==> src/rtl/gpu_pkg.sv <==
// Shared GPU definitions: screen geometry, coefficient widths, setup FSM
// states and reject codes, plus small helpers for the triangle setup path.
package gpu_pkg;

  localparam int unsigned SCREEN_W = 320;
  localparam int unsigned SCREEN_H = 240;

  localparam int unsigned AB_W   = 9;
  localparam int unsigned C_W    = 18;
  localparam int unsigned AREA_W = 20;

  typedef enum logic [1:0] {
    REJ_NONE  = 2'd0,
    REJ_DEGEN = 2'd1,
    REJ_RANGE = 2'd2,
    REJ_BACK  = 2'd3
  } reject_e;

  typedef enum logic [2:0] {
    S_IDLE,
    S_DIFF,
    S_MUL,
    S_CONST,
    S_CHECK,
    S_ISSUE,
    S_WAIT
  } setup_state_e;

  function automatic logic [8:0] min3(input logic [8:0] a, input logic [8:0] b,
                                      input logic [8:0] c);
    logic [8:0] m;
    m = (a < b) ? a : b;
    return (m < c) ? m : c;
  endfunction

  function automatic logic [8:0] max3(input logic [8:0] a, input logic [8:0] b,
                                      input logic [8:0] c);
    logic [8:0] m;
    m = (a > b) ? a : b;
    return (m > c) ? m : c;
  endfunction

  // b is carried one bit wider than the output so spans beyond 255 are detectable
  function automatic logic too_wide(input logic signed [AB_W:0] b);
    return (b > 10'sd255) || (b < -10'sd255);
  endfunction

endpackage

==> src/rtl/edge_setup.sv <==
// One edge equation Vi->Vj: a = yi-yj, b = xj-xi (one bit wider than the output),
// c = xi*yj - xj*yi, built over the DIFF, MUL and CONST steps of the setup FSM.
module edge_setup
  import gpu_pkg::*;
(
  input  logic                  clk,
  input  logic                  rst,
  input  logic                  i_en_diff,
  input  logic                  i_en_mul,
  input  logic                  i_en_const,
  input  logic [8:0]            i_xi,
  input  logic [7:0]            i_yi,
  input  logic [8:0]            i_xj,
  input  logic [7:0]            i_yj,
  output logic signed [AB_W-1:0] o_a,
  output logic signed [AB_W:0]   o_b,
  output logic signed [C_W-1:0]  o_c
);

  logic signed [AB_W-1:0] r_a;
  logic signed [AB_W:0]   r_b;
  logic signed [C_W-1:0]  r_c;
  logic [16:0]            r_p_ij;
  logic [16:0]            r_p_ji;

  always_ff @(posedge clk) begin
    if (rst) begin
      r_a    <= '0;
      r_b    <= '0;
      r_c    <= '0;
      r_p_ij <= '0;
      r_p_ji <= '0;
    end else begin
      if (i_en_diff) begin
        r_a <= $signed({1'b0, i_yi}) - $signed({1'b0, i_yj});
        r_b <= $signed({1'b0, i_xj}) - $signed({1'b0, i_xi});
      end
      if (i_en_mul) begin
        r_p_ij <= 17'(i_xi) * 17'(i_yj);
        r_p_ji <= 17'(i_xj) * 17'(i_yi);
      end
      if (i_en_const) begin
        r_c <= $signed({1'b0, r_p_ij}) - $signed({1'b0, r_p_ji});
      end
    end
  end

  assign o_a = r_a;
  assign o_b = r_b;
  assign o_c = r_c;

endmodule

==> src/rtl/tri_setup.sv <==
// Triangle setup: latches one triangle, derives edge equations and bounding box,
// filters unusable triangles, then hands the rest to the rasterizer and waits.
module tri_setup
  import gpu_pkg::*;
#(
  parameter bit CULL_BACKFACE = 1'b1
) (
  input  logic                   clk,
  input  logic                   rst,
  input  logic                   tri_valid,
  output logic                   tri_ready,
  input  logic [8:0]             x1,
  input  logic [8:0]             x2,
  input  logic [8:0]             x3,
  input  logic [7:0]             y1,
  input  logic [7:0]             y2,
  input  logic [7:0]             y3,
  input  logic [15:0]            z1_in,
  input  logic [15:0]            z2_in,
  input  logic [15:0]            z3_in,
  input  logic [7:0]             color_in,
  input  logic [31:0]            inv_area_in,
  output logic signed [AB_W-1:0] a1,
  output logic signed [AB_W-1:0] b1,
  output logic signed [AB_W-1:0] a2,
  output logic signed [AB_W-1:0] b2,
  output logic signed [AB_W-1:0] a3,
  output logic signed [AB_W-1:0] b3,
  output logic signed [C_W-1:0]  c1,
  output logic signed [C_W-1:0]  c2,
  output logic signed [C_W-1:0]  c3,
  output logic [8:0]             bbxi,
  output logic [8:0]             bbxf,
  output logic [7:0]             bbyi,
  output logic [7:0]             bbyf,
  output logic [15:0]            z1,
  output logic [15:0]            z2,
  output logic [15:0]            z3,
  output logic [7:0]             color,
  output logic [31:0]            inv_area,
  output logic                   rasterizer_start,
  input  logic                   rasterizer_done,
  output logic [1:0]             reject_code,
  output logic [15:0]            drawn_count,
  output logic [15:0]            rejected_count
);

  setup_state_e r_state, w_next;
  reject_e      r_reject, w_code;

  logic [8:0] r_x1, r_x2, r_x3;
  logic [7:0] r_y1, r_y2, r_y3;

  logic signed [AB_W-1:0]   w_a1, w_a2, w_a3;
  logic signed [AB_W:0]     w_b1, w_b2, w_b3;
  logic signed [AB_W-1:0]   w_b1_t, w_b2_t, w_b3_t;
  logic signed [C_W-1:0]    w_c1, w_c2, w_c3;
  logic signed [AREA_W-1:0] w_area2;
  logic                     w_out_range, w_wide, w_flip;

  edge_setup u_e1 (
    .clk(clk), .rst(rst),
    .i_en_diff(r_state == S_DIFF), .i_en_mul(r_state == S_MUL), .i_en_const(r_state == S_CONST),
    .i_xi(r_x2), .i_yi(r_y2), .i_xj(r_x3), .i_yj(r_y3),
    .o_a(w_a1), .o_b(w_b1), .o_c(w_c1)
  );

  edge_setup u_e2 (
    .clk(clk), .rst(rst),
    .i_en_diff(r_state == S_DIFF), .i_en_mul(r_state == S_MUL), .i_en_const(r_state == S_CONST),
    .i_xi(r_x3), .i_yi(r_y3), .i_xj(r_x1), .i_yj(r_y1),
    .o_a(w_a2), .o_b(w_b2), .o_c(w_c2)
  );

  edge_setup u_e3 (
    .clk(clk), .rst(rst),
    .i_en_diff(r_state == S_DIFF), .i_en_mul(r_state == S_MUL), .i_en_const(r_state == S_CONST),
    .i_xi(r_x1), .i_yi(r_y1), .i_xj(r_x2), .i_yj(r_y2),
    .o_a(w_a3), .o_b(w_b3), .o_c(w_c3)
  );

  assign w_area2 = {{2{w_c1[C_W-1]}}, w_c1} + {{2{w_c2[C_W-1]}}, w_c2}
                 + {{2{w_c3[C_W-1]}}, w_c3};

  assign w_out_range = (r_x1 >= 9'(SCREEN_W)) || (r_x2 >= 9'(SCREEN_W)) ||
                       (r_x3 >= 9'(SCREEN_W)) || (r_y1 >= 8'(SCREEN_H)) ||
                       (r_y2 >= 8'(SCREEN_H)) || (r_y3 >= 8'(SCREEN_H));
  assign w_wide      = too_wide(w_b1) || too_wide(w_b2) || too_wide(w_b3);
  assign w_flip      = !CULL_BACKFACE && (w_area2 < 0);

  assign w_b1_t = w_b1[AB_W-1:0];
  assign w_b2_t = w_b2[AB_W-1:0];
  assign w_b3_t = w_b3[AB_W-1:0];

  always_comb begin
    w_code = REJ_NONE;
    if (w_out_range || w_wide)             w_code = REJ_RANGE;
    else if (w_area2 == '0)                w_code = REJ_DEGEN;
    else if (CULL_BACKFACE && w_area2 < 0) w_code = REJ_BACK;
  end

  always_ff @(posedge clk) begin
    if (rst) r_state <= S_IDLE;
    else     r_state <= w_next;
  end

  always_comb begin
    w_next           = r_state;
    tri_ready        = 1'b0;
    rasterizer_start = 1'b0;
    case (r_state)
      S_IDLE: begin
        tri_ready = 1'b1;
        if (tri_valid) w_next = S_DIFF;
      end
      S_DIFF:  w_next = S_MUL;
      S_MUL:   w_next = S_CONST;
      S_CONST: w_next = S_CHECK;
      S_CHECK: w_next = (w_code == REJ_NONE) ? S_ISSUE : S_IDLE;
      S_ISSUE: begin
        rasterizer_start = 1'b1;
        w_next           = S_WAIT;
      end
      S_WAIT:  if (rasterizer_done) w_next = S_IDLE;
      default: w_next = S_IDLE;
    endcase
  end

  always_ff @(posedge clk) begin
    if (rst) begin
      {r_x1, r_x2, r_x3, r_y1, r_y2, r_y3} <= '0;
      {a1, b1, a2, b2, a3, b3}             <= '0;
      {c1, c2, c3}                         <= '0;
      {bbxi, bbxf, bbyi, bbyf}             <= '0;
      {z1, z2, z3, color, inv_area}        <= '0;
      r_reject       <= REJ_NONE;
      drawn_count    <= '0;
      rejected_count <= '0;
    end else begin
      case (r_state)
        S_IDLE: if (tri_valid) begin
          r_x1 <= x1; r_x2 <= x2; r_x3 <= x3;
          r_y1 <= y1; r_y2 <= y2; r_y3 <= y3;
          z1 <= z1_in; z2 <= z2_in; z3 <= z3_in;
          color    <= color_in;
          inv_area <= inv_area_in;
        end
        S_DIFF: begin
          bbxi <= min3(r_x1, r_x2, r_x3);
          bbxf <= max3(r_x1, r_x2, r_x3);
          bbyi <= 8'(min3({1'b0, r_y1}, {1'b0, r_y2}, {1'b0, r_y3}));
          bbyf <= 8'(max3({1'b0, r_y1}, {1'b0, r_y2}, {1'b0, r_y3}));
        end
        S_CHECK: begin
          // Clockwise triangles are redrawn by reversing every edge's sign
          a1 <= w_flip ? -w_a1 : w_a1;
          a2 <= w_flip ? -w_a2 : w_a2;
          a3 <= w_flip ? -w_a3 : w_a3;
          b1 <= w_flip ? -w_b1_t : w_b1_t;
          b2 <= w_flip ? -w_b2_t : w_b2_t;
          b3 <= w_flip ? -w_b3_t : w_b3_t;
          c1 <= w_flip ? -w_c1 : w_c1;
          c2 <= w_flip ? -w_c2 : w_c2;
          c3 <= w_flip ? -w_c3 : w_c3;
          r_reject <= w_code;
          if (w_code != REJ_NONE) rejected_count <= rejected_count + 16'd1;
        end
        S_WAIT: if (rasterizer_done) drawn_count <= drawn_count + 16'd1;
        default: ;
      endcase
    end
  end

  assign reject_code = r_reject;

endmodule

==> config.mk <==
export PLATFORM = sky130hd
export DESIGN_NAME = tri_setup
export DESIGN_NICKNAME = d
export VERILOG_FILES = /design/src/rtl/gpu_pkg.sv /design/src/rtl/edge_setup.sv /design/src/rtl/tri_setup.sv
export SDC_FILE = /design/constraint.sdc
export NUM_CORES = 2
export LEC_CHECK = 0
export BUFFER_PORTS_ARGS = -buffer_cell sky130_fd_sc_hd__clkbuf_2
export CORE_AREA = 2 2 295 297
export DETAILED_ROUTE_END_ITERATION = 7
export DIE_AREA = 0 0 297 299
export GPL_ROUTABILITY_DRIVEN = 1
export SLEW_MARGIN = 20
export SYNTH_ARGS = -nofsm -noshare
export SYNTH_HDL_FRONTEND = slang
export SYNTH_SLANG_ARGS = --single-unit
==> constraint.sdc <==
create_clock -name clk -period 5.55 [get_ports clk]
set_input_delay 0.555 -clock clk [delete_from_list [all_inputs] [get_ports clk]]
set_output_delay 0.555 -clock clk [all_outputs]
set_load 0.005 [all_outputs]
==> run metrics <==
Cells after Synth 4828; Net Count, Synth 5627; I/O Pins 409; synth unique cells 69; top cells by area, synth dfxtp_1 (28%), fa_1 (15%), ha_1 (12%); initial cell density of the core 0.4447; max-capacitance violation count 0; met1 usage 0.3868; Max Root-Sink Buffers 3; DIE AREA 88800 um^2; CTS Sinks 531; number of hold violations in the final report 0; global routing met3 resource utilization 0.04813; Worst Hold Class input port to flop; DRC Markers 1; DR vias/cell 5.331; vias in the first global route 32550; EDFF count, synth 0; CTS Hold Bufs 0; htree depth 2; largest net degree at the start of global routing 129; Root Driver clkbuf_16; number of synthesis warnings 0; max frequency 191.7 MHz; CP Data Required Time 6100 ps; WS Path Type flop to flop; area delta synth->final 15.33%; Leak 19.46 nW; syn_area_per_cell 7.916 um^2; crit-path max FO 14; post-synth top area share 0.2781; sequential-to-total area share from yosys stat 0.2781; site row count 108; DRT iter0 DRCs 2709; width of the die 297 um; Slew HR 0.2920; I/O Buffers 408; DR vias 34060; layout cells sized above 1 0.1319; status finished, violations left; Top FF cell, synth dfxtp_1; fin crit share 0.9401; DP Worst Slack 421.2 ps; share of flip-flops with an asynchronous set or reset 0; RD Place Congestion 0.9646; Clock Latency Late Sink 660 ps; Setup crit end kind flop; wire per inst 20.19 um; Setup TNS 0 ps; total gr overflow 0; RSZ-0062 raised after global routing false; FF+latch count, synth 531; Routed WL 129000 um; cell accounting for the most synthesized area dfxtp_1; Mapped Area 38220 um^2; fin crit period 5218 ps; CP arrival 5770 ps; HPWL Detailed 100900 um; CORE AREA 85940 um^2; Power Dens Cells 258.0 nW/um^2; GRT Total Usage 0.2831; final setup violating endpoints 0; Worst VDD drop 277.5 uV; TritonCTS clock tree done; post-CTS sizing 0; Clock Skew 32.51 ps; failing checks design-rule violations; die height 299 um; Top Usage Layer GRT met2; DR pass1 iterations 8; post-route ant nets 0; CTS Buf Count 61; initial antenna violation count 7; first-pass GRT wire length 195800 um; Final #Nets 5976; final worst slack 332.2 ps; met2 Use GR 0.4588; Worst-Margin Slew 1060 ps; post-CTS repair timing setup buffer count 0; startpoint types flop; Slew Limit Fails 0; Worst-path clk slew 60 ps
[synthesized netlist by cell type, types with 11 or more instances]
library cell and n:
xor2_1 56, a21boi_0 15, o21a_1 24, nand2_1 1095, nor3_1 61, or2_2 11
a21oi_1 545, o21ai_0 85, dfxtp_1 531, fa_1 280, a21o_1 52, nand4_1 17
a211oi_1 42, xnor2_1 100, or3_1 25, inv_1 447, o211ai_1 20, buf_1 21
nand3_1 50, ha_1 376, and3_1 16, a31oi_1 12, nor2b_1 56, clkinv_1 11
o21ai_1 40, nand2b_1 41, mux2i_1 37, nor2_1 391, o41ai_1 12, clkbuf_1 240
[cells in the final DEF (no fill, tap or decap), drive strengths merged, types with 10 or more instances in the layout]
master  synthesis  routed
or2            12      12
a211oi         42      42
or3            25      25
nand2b         41      41
nor3b          10      10
nand2        1095    1095
nand4          17      17
nor2b          56      56
fa            280     280
o211ai         20      20
nor4           14      14
nor2          392     392
o21a           24      24
xor2           56      56
clkbuf        240     492
xnor2         100     100
dfxtp         531     531
ha            376     376
mux2i          37      37
buf            23     142
nor3           61      61
clkinv         11      26
and3           16      16
o21ai         125     125
inv           450     455
a21o           52      52
a31oi          12      12
a21oi         545     545
o41ai          12      12
a21boi         21      21
nand3          50      50
[kinds of logic after synthesis]
logic type                 count (synthesis)  synth area share
and+or+nand+nor                         1809            0.1975
AOI/OAI and AO/OA                        914            0.1377
buffers and inverters                    724           0.07123
adders and majority gates                656            0.2697
DFF                                      531            0.2781
xor gates and xnor gates                 156           0.03575
muxes                                     38          0.009985
[through the flow]
stage	utilization	area, um^2	hold slack, ps	instances	power (mW)
6_report	0.5129	44080	107.8	6388	11.37
5_1_grt	0.5129	44080	113.3	6387	11.88
4_1_cts	0.5128	44070	86.64	6385	11.42
3_5_place_dp	0.4875	41890	444.8	6269	7.039
3_3_place_gp	0.4875	41890	437.8	6269	7.027
2_1_floorplan	-	38220	431.9	4828	6.011
[worst max-delay path, stage by stage, from the launching register on]
cell and delay (ps):
dfxtp_1 820, inv_1 120, nor2_1 170, fa_1 430
inv_1 80, fa_1 440, fa_1 490, inv_1 50
fa_1 430, ha_1 330, or2_2 310, a31oi_1 240
nor2b_1 80, o21a_1 180, o41ai_1 420, o21ai_1 150
xnor2_1 150, a211oi_1 210
[where the power goes]
part	leakage [nW]	internal, mW	switching [mW]
Clock	1.07	2.58	1.79
Sequential	4.31	3.99	0.149
Combinational	14.1	1.07	1.81
[state kept, by name, indices dropped and copies added (netlist names), 16 cells and up]
signal          flops
rejected_count     16
drawn_count        16
u_e3.r_p_ji        17
u_e3.o_c           18
u_e1.r_p_ij        17
u_e2.r_p_ij        17
u_e2.r_p_ji        17
u_e1.r_p_ji        17
z3                 16
c2                 18
inv_area           32
u_e1.o_c           18
z2                 16
c3                 18
z1                 16
u_e3.r_p_ij        17
c1                 18
u_e2.o_c           18
[cell type report]
class,count,area (um^2)
multi-input combinational,3573,24930
clock inverter,31,401.6
clock buffer,85,1778
inverter,461,1730
sequential,531,10630
antenna,3,7.507
tap,1155,1445
fill,8559,41860
timing repair buffer,549,3161
[routing by layer]
metal  vias up  part of all wire
met5         -           0.00041
met4         6             0.034
met3       221             0.073
met2      1130              0.46
met1     16290              0.44
li1      16400                 -
[worst paths after layout]
kind	start	end	slack, ps	cells past startpoint
min	inv_area_in[28]	inv_area[28]	110	3
max	r_y2[7]	u_e3.r_p_ij[16]	330	17
min reg2reg	c2[12]	c2[12]	450	2
max reg2reg	r_y2[7]	u_e3.r_p_ij[16]	330	17
Power figures use the tool's default switching activity.
